`src/rtl/tx_word_serializer_pkg.sv`:
```
// Shared definitions for the 128-bit result word serializer: FSM encoding,
// ASCII constants and the per-frame character count.
package tx_word_serializer_pkg;

  typedef enum logic [2:0] {
    IDLE  = 3'd0,
    SEND  = 3'd1,
    ACK   = 3'd2,
    DRAIN = 3'd3,
    DONE  = 3'd4
  } state_t;

  localparam logic [7:0] ASCII_CR         = 8'h0D;
  localparam logic [7:0] ASCII_LF         = 8'h0A;
  localparam logic [7:0] ASCII_DIGIT_BASE = 8'h30;
  localparam logic [7:0] ASCII_UPPER_BASE = 8'h41;
  localparam logic [7:0] ASCII_LOWER_BASE = 8'h61;

  // Characters in one frame: payload (hex text or raw bytes) plus optional CR/LF.
  function automatic logic [5:0] frame_chars(input bit hex_ascii, input bit append_crlf);
    return (hex_ascii ? 6'd32 : 6'd16) + (append_crlf ? 6'd2 : 6'd0);
  endfunction

endpackage

```
`src/rtl/tx_word_serializer_nibble_to_ascii.sv`:
```
// Combinational nibble to ASCII hex digit encoder.
module nibble_to_ascii
  import tx_word_serializer_pkg::*;
#(
  parameter int UPPER_CASE = 1
) (
  input  logic [3:0] nibble,
  output logic [7:0] ascii
);

  localparam logic [7:0] ALPHA_BASE = (UPPER_CASE != 0) ? ASCII_UPPER_BASE : ASCII_LOWER_BASE;

  always_comb begin
    if (nibble < 4'd10) begin
      ascii = ASCII_DIGIT_BASE + {4'h0, nibble};
    end else begin
      ascii = ALPHA_BASE + {4'h0, nibble} - 8'd10;
    end
  end

endmodule

```
`src/rtl/tx_word_serializer.sv`:
```
// Captures one 128-bit result word and streams it MSB first to a UART
// transmitter over a start/busy handshake, as raw bytes or ASCII hex text.
module tx_word_serializer
  import tx_word_serializer_pkg::*;
#(
  parameter int HEX_ASCII   = 1,
  parameter int APPEND_CRLF = 1,
  parameter int UPPER_CASE  = 1
) (
  input  logic         clk,
  input  logic         rst,
  input  logic [127:0] din,
  input  logic         din_valid,
  output logic         din_ready,
  output logic [7:0]   tx_data,
  output logic         tx_start,
  input  logic         tx_busy,
  output logic         frame_done,
  output logic         overflow
);

  // Handshakes: din is taken on a cycle with din_valid && din_ready (no
  // backpressure on the producer; a strobe while not ready is lost and flagged).
  // On the transmit side tx_start is a one-cycle request issued only while
  // tx_busy is low; the character is done once tx_busy has risen and fallen.

  localparam logic [5:0] PAYLOAD = (HEX_ASCII != 0) ? 6'd32 : 6'd16;
  localparam logic [5:0] N_CHARS = frame_chars(HEX_ASCII != 0, APPEND_CRLF != 0);

  state_t       state;
  state_t       state_next;
  logic [127:0] shreg;
  logic [5:0]   cnt;
  logic [5:0]   cnt_inc;
  logic [7:0]   tx_data_q;
  logic [7:0]   cur_char;
  logic [7:0]   hex_char;
  logic         overflow_q;

  nibble_to_ascii #(
    .UPPER_CASE(UPPER_CASE)
  ) u_nibble_to_ascii (
    .nibble(shreg[127:124]),
    .ascii (hex_char)
  );

  assign cnt_inc = cnt + 6'd1;

  always_comb begin
    cur_char = 8'h00;
    if (cnt < PAYLOAD) begin
      cur_char = (HEX_ASCII != 0) ? hex_char : shreg[127:120];
    end else if (cnt == PAYLOAD) begin
      cur_char = ASCII_CR;
    end else begin
      cur_char = ASCII_LF;
    end
  end

  always_ff @(posedge clk or posedge rst) begin
    if (rst) begin
      state <= IDLE;
    end else begin
      state <= state_next;
    end
  end

  always_comb begin
    state_next = state;
    tx_start   = 1'b0;
    frame_done = 1'b0;
    case (state)
      IDLE: begin
        if (din_valid) state_next = SEND;
      end
      SEND: begin
        if (!tx_busy) begin
          tx_start   = 1'b1;
          state_next = ACK;
        end
      end
      ACK: begin
        if (tx_busy) state_next = DRAIN;
      end
      DRAIN: begin
        if (!tx_busy) state_next = (cnt_inc == N_CHARS) ? DONE : SEND;
      end
      DONE: begin
        frame_done = 1'b1;
        state_next = IDLE;
      end
      default: state_next = IDLE;
    endcase
  end

  assign din_ready = (state == IDLE);
  // In SEND the live character is shown; elsewhere the last one sent is held.
  assign tx_data   = (state == SEND) ? cur_char : tx_data_q;
  assign overflow  = overflow_q;

  always_ff @(posedge clk or posedge rst) begin
    if (rst) begin
      shreg      <= '0;
      cnt        <= '0;
      tx_data_q  <= 8'h00;
      overflow_q <= 1'b0;
    end else begin
      if (state == IDLE && din_valid) begin
        shreg <= din;
        cnt   <= '0;
      end
      if (state == SEND) begin
        tx_data_q <= cur_char;
      end
      if (state == DRAIN && !tx_busy) begin
        cnt   <= cnt_inc;
        shreg <= (HEX_ASCII != 0) ? {shreg[123:0], 4'h0} : {shreg[119:0], 8'h00};
      end
      if (din_valid && !din_ready) begin
        overflow_q <= 1'b1;
      end
    end
  end

endmodule

```
`config.mk`:
```
export PLATFORM = sky130hd
export DESIGN_NAME = tx_word_serializer
export DESIGN_NICKNAME = d
export VERILOG_FILES = /design/src/rtl/tx_word_serializer_pkg.sv /design/src/rtl/tx_word_serializer_nibble_to_ascii.sv /design/src/rtl/tx_word_serializer.sv
export SDC_FILE = /design/constraint.sdc
export NUM_CORES = 1
export LEC_CHECK = 0
export CAP_MARGIN = 25
export CORE_ASPECT_RATIO = 1.4
export CORE_MARGIN = 5
export CORE_UTILIZATION = 45
export DETAILED_ROUTE_END_ITERATION = 12
export DONT_BUFFER_PORTS = 1
export PLACE_DENSITY = 0.6
export SYNTH_ARGS = -nofsm -noshare
export SYNTH_HDL_FRONTEND = slang
export SYNTH_SLANG_ARGS = --single-unit
```
`constraint.sdc`:
```
create_clock -name clk -period 7.1 [get_ports clk]
set_input_delay 0.355 -clock clk [delete_from_list [all_inputs] [get_ports clk]]
set_output_delay 0.355 -clock clk [all_outputs]
set_load 0.005 [all_outputs]
```
==> out/results.txt, run 1 <==
Post-synth ARST share: 100%
Worst-path clk slew: 0.06 ns
Slew @ Worst Pin: 0.913 ns
dpl hpwl: 9750 microns
largest net degree at the start of global routing: 79
Pwr per Cell Area: 461 nW/um^2
aggregate global-route resource usage: 18.2%
Worst Reg-to-Reg Cells: 5
Layout fillers: 1,310
clock skew: 0.00745 ns
CTS tree: built
maximum vdd drop: 0.181 mV
total net switching power: 1140 uW
Rows: 51
R2R Path Start: state[1]
dominant synthesized flop cell: dfrtp_1
Netlist cell types: 37
reg-to-reg endpoint: cnt[3]
Initial Utilization: 45.9%
switch share: 35.1%
via count: 4,677
Worst Slack Setup Final: 4.35 ns
commonest non-fill, non-tap cell in the layout: nand2_1
synth top area cells: dfrtp_1 (57%), nand2_1 (15%), a22oi_1 (14%), buf_2 (2.7%), o21ai_0 (0.94%)
Iteration-0 DRC Markers: 405
H-tree levels: 4
Num CTS Buffers: 17
Hold Path Class: in2reg
setup tns final: 0 ns
syn_area_per_cell: 9.61 sq um
global-route wire length before repair: 24,400 microns
Worst Path Max Fanout: 69
count of final hold-check violations: 0
Slew headroom: 39.1%
number of setup buffers added after CTS: 0
wire per inst: 18.0 microns
RSZ-0062 raised after global routing: false
Worst Hold End: shreg[2]
Detailed Route WL: 15,100 microns
leak pwr: 0.00346 uW
kind of critical path: reg2reg
hold depth: 2
sequential fraction of the synthesis area: 57.3%
# DRC: 0
vias per inst: 5.58
# port buffers: 0
Crit. End Element: flip-flop
min-delay src: din[2]
vias in the first global route: 4,812
pre-CTS setup slack: 4.35 ns
internal power: 2110 uW
Antenna Nets Post-Route: 0
layout cells sized above 1: 6.43%
Critical Path AT: 3.05 ns
total global routing overflow: 0
MaxCap Viol Count: 0
Yosys Warn Count: 0
Syn-to-layout area delta: 10.4%
TritonRoute pass-1 iters: 5
Yosys top cell area share: 57.3%
CORE AREA: 13,900 sq um
Seq pwr share: 43.9%
startpoint types: flip-flop
Final min period: 2.75 ns
run status: completed
I/O pin cnt: 144
Die W: 111 microns
Critical Path RT: 7.41 ns
final setup violation count: 0
Final Max Slew Viols: 0
worst skew pair latency: 0.41 ns
Die ar.: 16,700 sq um
Die Ht: 151 microns
Post-Syn Instances: 664
commonest cells after routing, fill and taps aside: nand2_1 (262), dfrtp_1 (146), a22oi_1 (122)
flops & latches, synth: 146
Logic pwr share: 28.2%
clock power share: 27.9%
Yosys top cell by area: dfrtp_1
nets: 776
Max Root-Sink Buffers: 2
Peak Freq: 364 MHz
share of the clock period used by the worst path: 38.7%
Post-synth EDFFs: 0
worst reg-to-reg setup slack: 4.35 ns
syn_nets: 800
Routability Congestion: 0.781
initial antenna violation count: 0
clk sink count: 146
antenna fix cells: 0
CTS root buffer: clkbuf_16
synthesized cell area: 6380 sq um
state kept, by name (all words and copies together), names as in the netlist:
| register | count |
|---|---|
| shreg | 128 |
| tx_data_q | 8 |
| cnt | 6 |
| state | 3 |
| overflow | 1 |
worst max-delay path, cell delays in order (launching register included):
cell,delay (ns)
dfrtp_1,0.49
and4bb_4,0.48
nor2_8,0.70
buf_4,0.69
o21ai_1,0.15
o31ai_1,0.09
cells in the mapped netlist, drive strengths merged (2+ instances only):
cell type  number
a22oi         122
buf            44
nand4           2
clkbuf          6
and4b           2
o22a            2
ha              4
a21oi           5
nor2b           2
dfrtp         146
nor2           11
o21ai          17
nand3           2
inv             7
a221o           2
nor3            5
a22o            2
xnor2           3
a31oi           3
and2            3
nand2         262
o31ai           2
repair_timing:
| item | in CTS | in global routing |
|---|---|---|
| hold buffers | 1 | 0 |
| gates resized for setup | 0 | 0 |
| endpoints found under the setup margin | 0 | 0 |
| hold endpoints to repair | 68 | 0 |
how the worst max path moves through the flow:
| stage | startpoint | to | slack (ns) | depth (start not counted) |
|---|---|---|---|---|
| 6_report | state[1] | cnt[3] | 4.35 | 5 |
| 5_1_grt | state[1] | cnt[3] | 4.09 | 6 |
| 4_1_cts | state[1] | cnt[3] | 4.33 | 5 |
| 3_5_place_dp | state[1] | cnt[3] | 4.35 | 5 |
| 3_3_place_gp | state[1] | cnt[3] | 4.42 | 5 |
| 2_1_floorplan | rst | cnt[0] | 2.82 | 1 |
power groups by stage:
stage / Combinational (uW) / Sequential [uW] / Clock, uW
final: 915 / 1420 / 905
after global routing: 1060 / 1470 / 963
after floorplan: 818 / 1350 / 0
after global placement: 884 / 1420 / 0
after detailed placement: 924 / 1430 / 0
after CTS: 931 / 1420 / 924
through the flow:
stage	instance area, sq um	cells	hold slack [ns]	utilization [%]	total power, uW
CTS	7020	837	0.0493	50.4	3280
detailed placement	6400	804	0.355	46.0	2350
floorplan	6380	664	0.446	-	2170
global placement	6400	804	0.344	46.0	2300
global route	7040	838	0.0585	50.6	3490
finish	7040	838	0.0698	50.6	3240
cell families (layout without fill, tap and decap cells):
kind of cell,Yosys count,count (layout),synth area share [%]
buffers and inverters,57,46,4.63
AOI/OAI and AO/OA,159,159,18.0
xor gates and xnor gates,4,4,0.549
and+or+nand+nor,294,294,18.7
DFF,146,146,57.3
adders and majority gates,4,4,0.785
per-layer routing:
metal / wire length, microns / global-route usage, % / part of all wire (%) / vias to the layer above
met4: 282 / 6.96 / 1.9 / 0
met5: 0 / 0 / 0 / -
met3: 1060 / 7.11 / 7.0 / 16
li1: - / - / - / 2231
met1: 6260 / 22.2 / 41 / 2291
met2: 7510 / 29.3 / 50 / 139
area by class of cell:
type,instances,area (sq um),share of cell area [%]
Clock buffer,24,512,7.26
Clock inverter,8,98.8,1.40
Sequential cell,146,3650,51.9
Tap cell,185,231,3.29
Multi-Input combinational cell,461,2440,34.7
Timing Repair Buffer,7,75.1,1.07
Inverter,7,31.3,0.444
(Power assumes the default switching activity.)
==> inputs of run 2 (changes only) <==
Clock period 7.1 ns to 2.7 ns, I/O delays scaled along.
==> run 2 against run 1 <==
Compared with the run above: clock power grew to 2.7 times the previous value; count of clock-buffer cells in the layout shrank 3; via count grew 12%; core utilization grew 9.6 points; cell area grew 19%; die area is the same; total power grew to 2.7 times the previous value; cell count grew 15%; setup slack lost 3.8 ns; critical path type unchanged.
==> out/results.txt, run 2 (same netlist as run 1, synthesis figures left out) <==
leak pwr: 0.00400 uW (+16%)
startpoint types: flip-flop
nets: 905 (+17%)
initial antenna violation count: 1 (+1)
Detailed Route WL: 15,900 microns (+5.2%)
Worst-path clk slew: 0.05 ns (about the same)
# port buffers: 0 (unchanged)
CORE AREA: 13,900 sq um (unchanged)
total global routing overflow: 0 (unchanged)
I/O pin cnt: 144 (unchanged)
count of final hold-check violations: 0 (unchanged)
run status: completed
Critical Path AT: 2.47 ns (-0.58 ns)
Antenna Nets Post-Route: 0 (unchanged)
Die W: 111 microns (unchanged)
Slew @ Worst Pin: 0.972 ns (+0.0596 ns)
dpl hpwl: 9350 microns (-4.1%)
Most flops, register: shreg
Num CTS Buffers: 17 (unchanged)
Finished Layout Cells: 967 (+15%)
setup tns final: 0 ns (unchanged)
Largest regs: shreg x128, tx_data_q x8, cnt x6
Worst path top cell family by delay: simple AND/OR/NAND/NOR gates
Iteration-0 DRC Markers: 470 (+16%)
maximum vdd drop: 0.800 mV (+340%)
Die Ht: 151 microns (unchanged)
RSZ-0062 raised after global routing: false
dpl cells: 804 (unchanged)
number of flip-flops in the largest register: 128 (unchanged)
vias in the first global route: 5,315 (+10%)
vias per inst: 5.39 (-3.4%)
clock skew: 0.00703 ns (-0.000416 ns)
via count: 5,215 (+12%)
Routability Congestion: 0.782 (about the same)
Max Root-Sink Buffers: 2 (unchanged)
commonest non-fill, non-tap cell in the layout: nand2_1
global-route wire length before repair: 26,800 microns (+10%)
Final Max Slew Viols: 0 (unchanged)
Crit. End Element: flip-flop
commonest cells after routing, fill and taps aside: nand2_1 (262), dfrtp_1 (146), dlygate4sd3_1 (131)
Syn-to-layout area delta: 31.3%
aggregate global-route resource usage: 19.7% (+1.5 points)
Worst Path Max Fanout: 71 (+2.9%)
max incr delay on CP: 0.70 ns (about the same)
kind of critical path: reg2reg
Slew headroom: 35.2% (-4.0 points)
Final min period: 2.12 ns (-0.622 ns)
TritonRoute pass-1 iters: 5 (unchanged)
Initial Utilization: 45.9% (unchanged)
share of the clock period used by the worst path: 78.7% (+40 points)
final setup violation count: 0 (unchanged)
Die ar.: 16,700 sq um (unchanged)
crit path buf inv count: 1 (unchanged)
H-tree levels: 4 (unchanged)
Peak Freq: 471 MHz (+29%)
CTS tree: built
Rows: 51 (unchanged)
MaxCap Viol Count: 0 (unchanged)
worst skew pair latency: 0.42 ns (about the same)
CTS root buffer: clkbuf_16
Hold Path Class: in2reg
Pwr per Cell Area: 1060 nW/um^2 (+130%)
wire per inst: 16.4 microns (-8.8%)
most used cell, CP: nand2_1
# DRC: 0 (unchanged)
layout cells sized above 1: 4.99% (-1.4 points)
CP max-delay cell: nor2_8
crit-path cells: and4bb_4, nor2_8, buf_12, nand2_1, nand2_1
largest net degree at the start of global routing: 136 (+72%)
clk sink count: 146 (unchanged)
Critical Path RT: 3.04 ns (-4.37 ns)
==> run 2: metrics by stage <==
| step | hold WS [ns] | area, sq um | power, uW | utilization [%] | worst slack [ns] |
|---|---|---|---|---|---|
| final | 0.0333 | 8380 | 8850 | 60.2 | 0.576 |
| after global routing | 0.0615 | 8380 | 9500 | 60.2 | 0.386 |
| after detailed placement | 0.190 | 6440 | 6220 | 46.3 | 0.592 |
| after CTS | 0.00499 | 8370 | 8890 | 60.2 | 0.575 |
| after global placement | 0.186 | 6440 | 6100 | 46.3 | 0.655 |
| after floorplan | 0.252 | 6380 | 5710 | - | 0.732 |
==> run 2: timing repair <==
| action | CTS | global route |
|---|---|---|
| resized for setup | 0 | 0 |
| setup buffers | 0 | 0 |
| hold buffers | 131 | 0 |
| hold endpoints to repair | 276 | 0 |
==> run 2: layout make-up <==
| cell class | count | area (sq um) |
|---|---|---|
| Timing Repair Buffer | 136 | 1400 |
| Antenna cell | 1 | 2.50 |
| Clock buffer | 21 | 460 |
| Fill cell | 1122 | 5530 |
| Multi-Input combinational cell | 461 | 2440 |
| Inverter | 7 | 30.0 |
| Tap cell | 185 | 231 |
| Clock inverter | 10 | 158 |
| Sequential cell | 146 | 3650 |
==> run 2: worst reg2reg max path, cell delays in order, from the launching register on <==
cell and delay [ns]:
dfrtp_1 0.49, and4bb_4 0.30, nor2_8 0.70, buf_12 0.36, nand2_1 0.13, nand2_1 0.08
==> run 2: routing by layer <==
metal,up-vias,wire (microns),GRT usage [%]
li1,2495,-,-
met1,2527,6500,25.1
met2,161,8180,31.9
met3,32,853,5.40
met4,0,357,8.19
met5,-,0,0
==> run 2: worst paths after layout <==
| kind | from | endpoint | slack, ns | cells past startpoint |
|---|---|---|---|---|
| max | state[1] | shreg[94] | 0.58 | 5 |
| min | din_valid | state[0] | 0.03 | 3 |
| max reg2reg | state[1] | shreg[94] | 0.58 | 5 |
| min reg2reg | shreg[113] | shreg[113] | 0.47 | 2 |
| max in group asynchronous | rst | shreg[44] | 1.73 | 3 |
| min in group asynchronous | rst | tx_data_q[7] | 0.33 | 3 |
==> run 2: power breakdown <==
group	leakage, uW	internal (uW)	switching [uW]
clock	0.000295	1580	877
combinational	0.00186	1030	1610
sequential	0.00184	3170	587
total	0.00400	5780	3070
==> inputs of run 3 (changes only) <==
Settings changed: PLACE_DENSITY 0.6 to 0.62.
Clock period 2.7 ns to 1.8 ns, I/O delays scaled along.
==> run 3 against run 2 <==
Compared with the run above: wire length rose by 9.7%; sequential cell count is the same; non-clock buffer count is 19 higher; highest routed layer unchanged; largest power group unchanged; die area stayed put; hold slack improved by 0.15 ns; cell area increased by 2.7%; first-iteration DRC count fell by 9.4%.
==> out/results.txt, run 3 (same netlist as run 1, synthesis figures left out) <==
run status: completed
reg-to-reg endpoint: shreg[124]
Iteration-0 DRC Markers: 426 (-9.4%)
H-tree levels: 4 (unchanged)
dpl hpwl: 10,200 microns (+9.6%)
Max Root-Sink Buffers: 2 (unchanged)
worst reg-to-reg setup slack: 0.07 ns (-0.51 ns)
worst skew pair latency: 0.41 ns (about the same)
kind of critical path: reg2out
Worst Reg-to-Reg Cells: 5 (unchanged)
switch share: 36.0% (+1.3 points)
Hold Path Class: in2async
Peak Freq: 573 MHz
Antenna Nets Post-Route: 0 (unchanged)
PnR Total Power: 13,500 uW (+53%)
Initial Utilization: 45.9% (unchanged)
Finished Cell Area: 8610 sq um (+2.7%)
share of the clock period used by the worst path: 97.0%
Rows: 51 (unchanged)
setup tns final: 0 ns (unchanged)
wire per inst: 17.7 microns (+7.4%)
count of final hold-check violations: 0 (unchanged)
Logic pwr share: 33.8% (+4.0 points)
Die Ht: 151 microns (unchanged)
clock power share: 24.4% (-3.4 points)
Largest regs: shreg x128, tx_data_q x8, cnt x6
CTS root buffer: clkbuf_16
Final Max Slew Viols: 0 (unchanged)
internal power: 8660 uW (+50%)
Num CTS Buffers: 17 (unchanged)
Seq pwr share: 41.7% (-0.7 points)
total net switching power: 4880 uW (+59%)
largest net degree at the start of global routing: 83 (-39%)
# port buffers: 0 (unchanged)
Crit. End Element: output port
CTS tree: built
MaxCap Viol Count: 0 (unchanged)
Routability Congestion: 0.802 (+2.6%)
R2R Path Start: state[2]
# DRC: 0 (unchanged)
Most flops, register: shreg
CORE AREA: 13,900 sq um (unchanged)
Critical Path AT: 1.66 ns (-0.81 ns)
number of flip-flops in the largest register: 128 (unchanged)
Placed Area: 6610 sq um (+2.5%)
global-route wire length before repair: 27,700 microns (+3.2%)
Die ar.: 16,700 sq um (unchanged)
Worst-path clk slew: 0.06 ns (about the same)
initial antenna violation count: 1 (unchanged)
Detailed Route WL: 17,400 microns (+9.7%)
vias per inst: 5.42 (+0.46%)
Hold Slack: 0.187 ns (+0.154 ns)
final setup violation count: 0 (unchanged)
total global routing overflow: 0 (unchanged)
layout cells sized above 1: 9.23% (+4.2 points)
vias in the first global route: 5,493 (+3.3%)
TritonRoute pass-1 iters: 5 (unchanged)
maximum vdd drop: 0.849 mV (+6.1%)
Die W: 111 microns (unchanged)
Slew @ Worst Pin: 0.536 ns (-0.437 ns)
Pwr per Cell Area: 1570 nW/um^2 (+49%)
startpoint types: flip-flop
leak pwr: 0.00412 uW (+3.2%)
RSZ-0062 raised after global routing: true
Critical Path RT: 1.71 ns (-1.33 ns)
commonest cells after routing, fill and taps aside: nand2_1 (261), dfrtp_1 (143), dlygate4sd3_1 (131)
clk sink count: 146 (unchanged)
I/O pin cnt: 144 (unchanged)
Worst Path Max Fanout: 4 (-94%)
Syn-to-layout area delta: 34.9%
Slew headroom: 64.3% (+29 points)
dpl cells: 817 (+1.6%)
Final min period: 1.75 ns
Finished Layout Cells: 988 (+2.2%)
nets: 926 (+2.3%)
commonest non-fill, non-tap cell in the layout: nand2_1
clock skew: 0.0103 ns (+0.00327 ns)
via count: 5,353 (+2.6%)
aggregate global-route resource usage: 20.4% (+0.67 points)
-- run 3: worst max path at each step --
stage	from	to	cells past startpoint
after floorplan	rst	cnt[0]	1
after global placement	state[1]	cnt[0]	5
after detailed placement	state[0]	shreg[71]	5
after CTS	state[2]	shreg[64]	5
after global routing	state[1]	tx_data[2]	5
final	state[1]	tx_data[2]	5
-- run 3: power groups by stage --
stage / Combinational (uW) / Sequential, uW / Clock [uW]
2_1_floorplan: 3230 / 5330 / 0
3_3_place_gp: 3820 / 5580 / 0
3_5_place_dp: 4010 / 5630 / 0
4_1_cts: 4330 / 5610 / 3390
5_1_grt: 5210 / 5800 / 3540
6_report: 4580 / 5640 / 3310
-- run 3: area by class of cell --
class,instances,area (sq um)
Timing Repair Buffer,155,1640
Clock buffer,21,470
Multi-Input combinational cell,463,2490
Fill cell,1145,5300
Inverter,7,30.0
Antenna cell,1,2.50
Sequential cell,146,3660
Tap cell,185,231
Clock inverter,10,85.1
-- run 3: worst max-delay path, stage by stage, from the launching register on --
cell and delay, ns:
dfrtp_2 0.44, buf_4 0.15, nor2_2 0.08, nand2_1 0.09, a31o_2 0.26, o22a_1 0.23
-- run 3: routing by layer --
layer	global-route usage (%)	up-vias	part of all wire, %
li1	-	2541	-
met5	0	-	0
met4	8.44	0	2.0
met1	25.7	2600	42
met3	5.00	34	4.8
met2	33.8	178	52
-- run 3: repair_timing --
item | 4_1_cts | 5_1_grt
setup endpoints to repair | 46 | 103
setup buffers | 1 | 4
pin swaps | 3 | 8
gates cloned | 0 | 3
endpoints found under the hold margin | 277 | 0
hold buffers | 131 | 0
gates resized for setup | 10 | 12
-- run 3: metrics by stage --
step	worst slack (ns)	util [%]
6_report	0.0538	61.9
5_1_grt	-0.0196	61.9
4_1_cts	-0.0219	61.1
3_5_place_dp	-0.0197	47.5
3_3_place_gp	0.00994	47.5
2_1_floorplan	-0.123	-
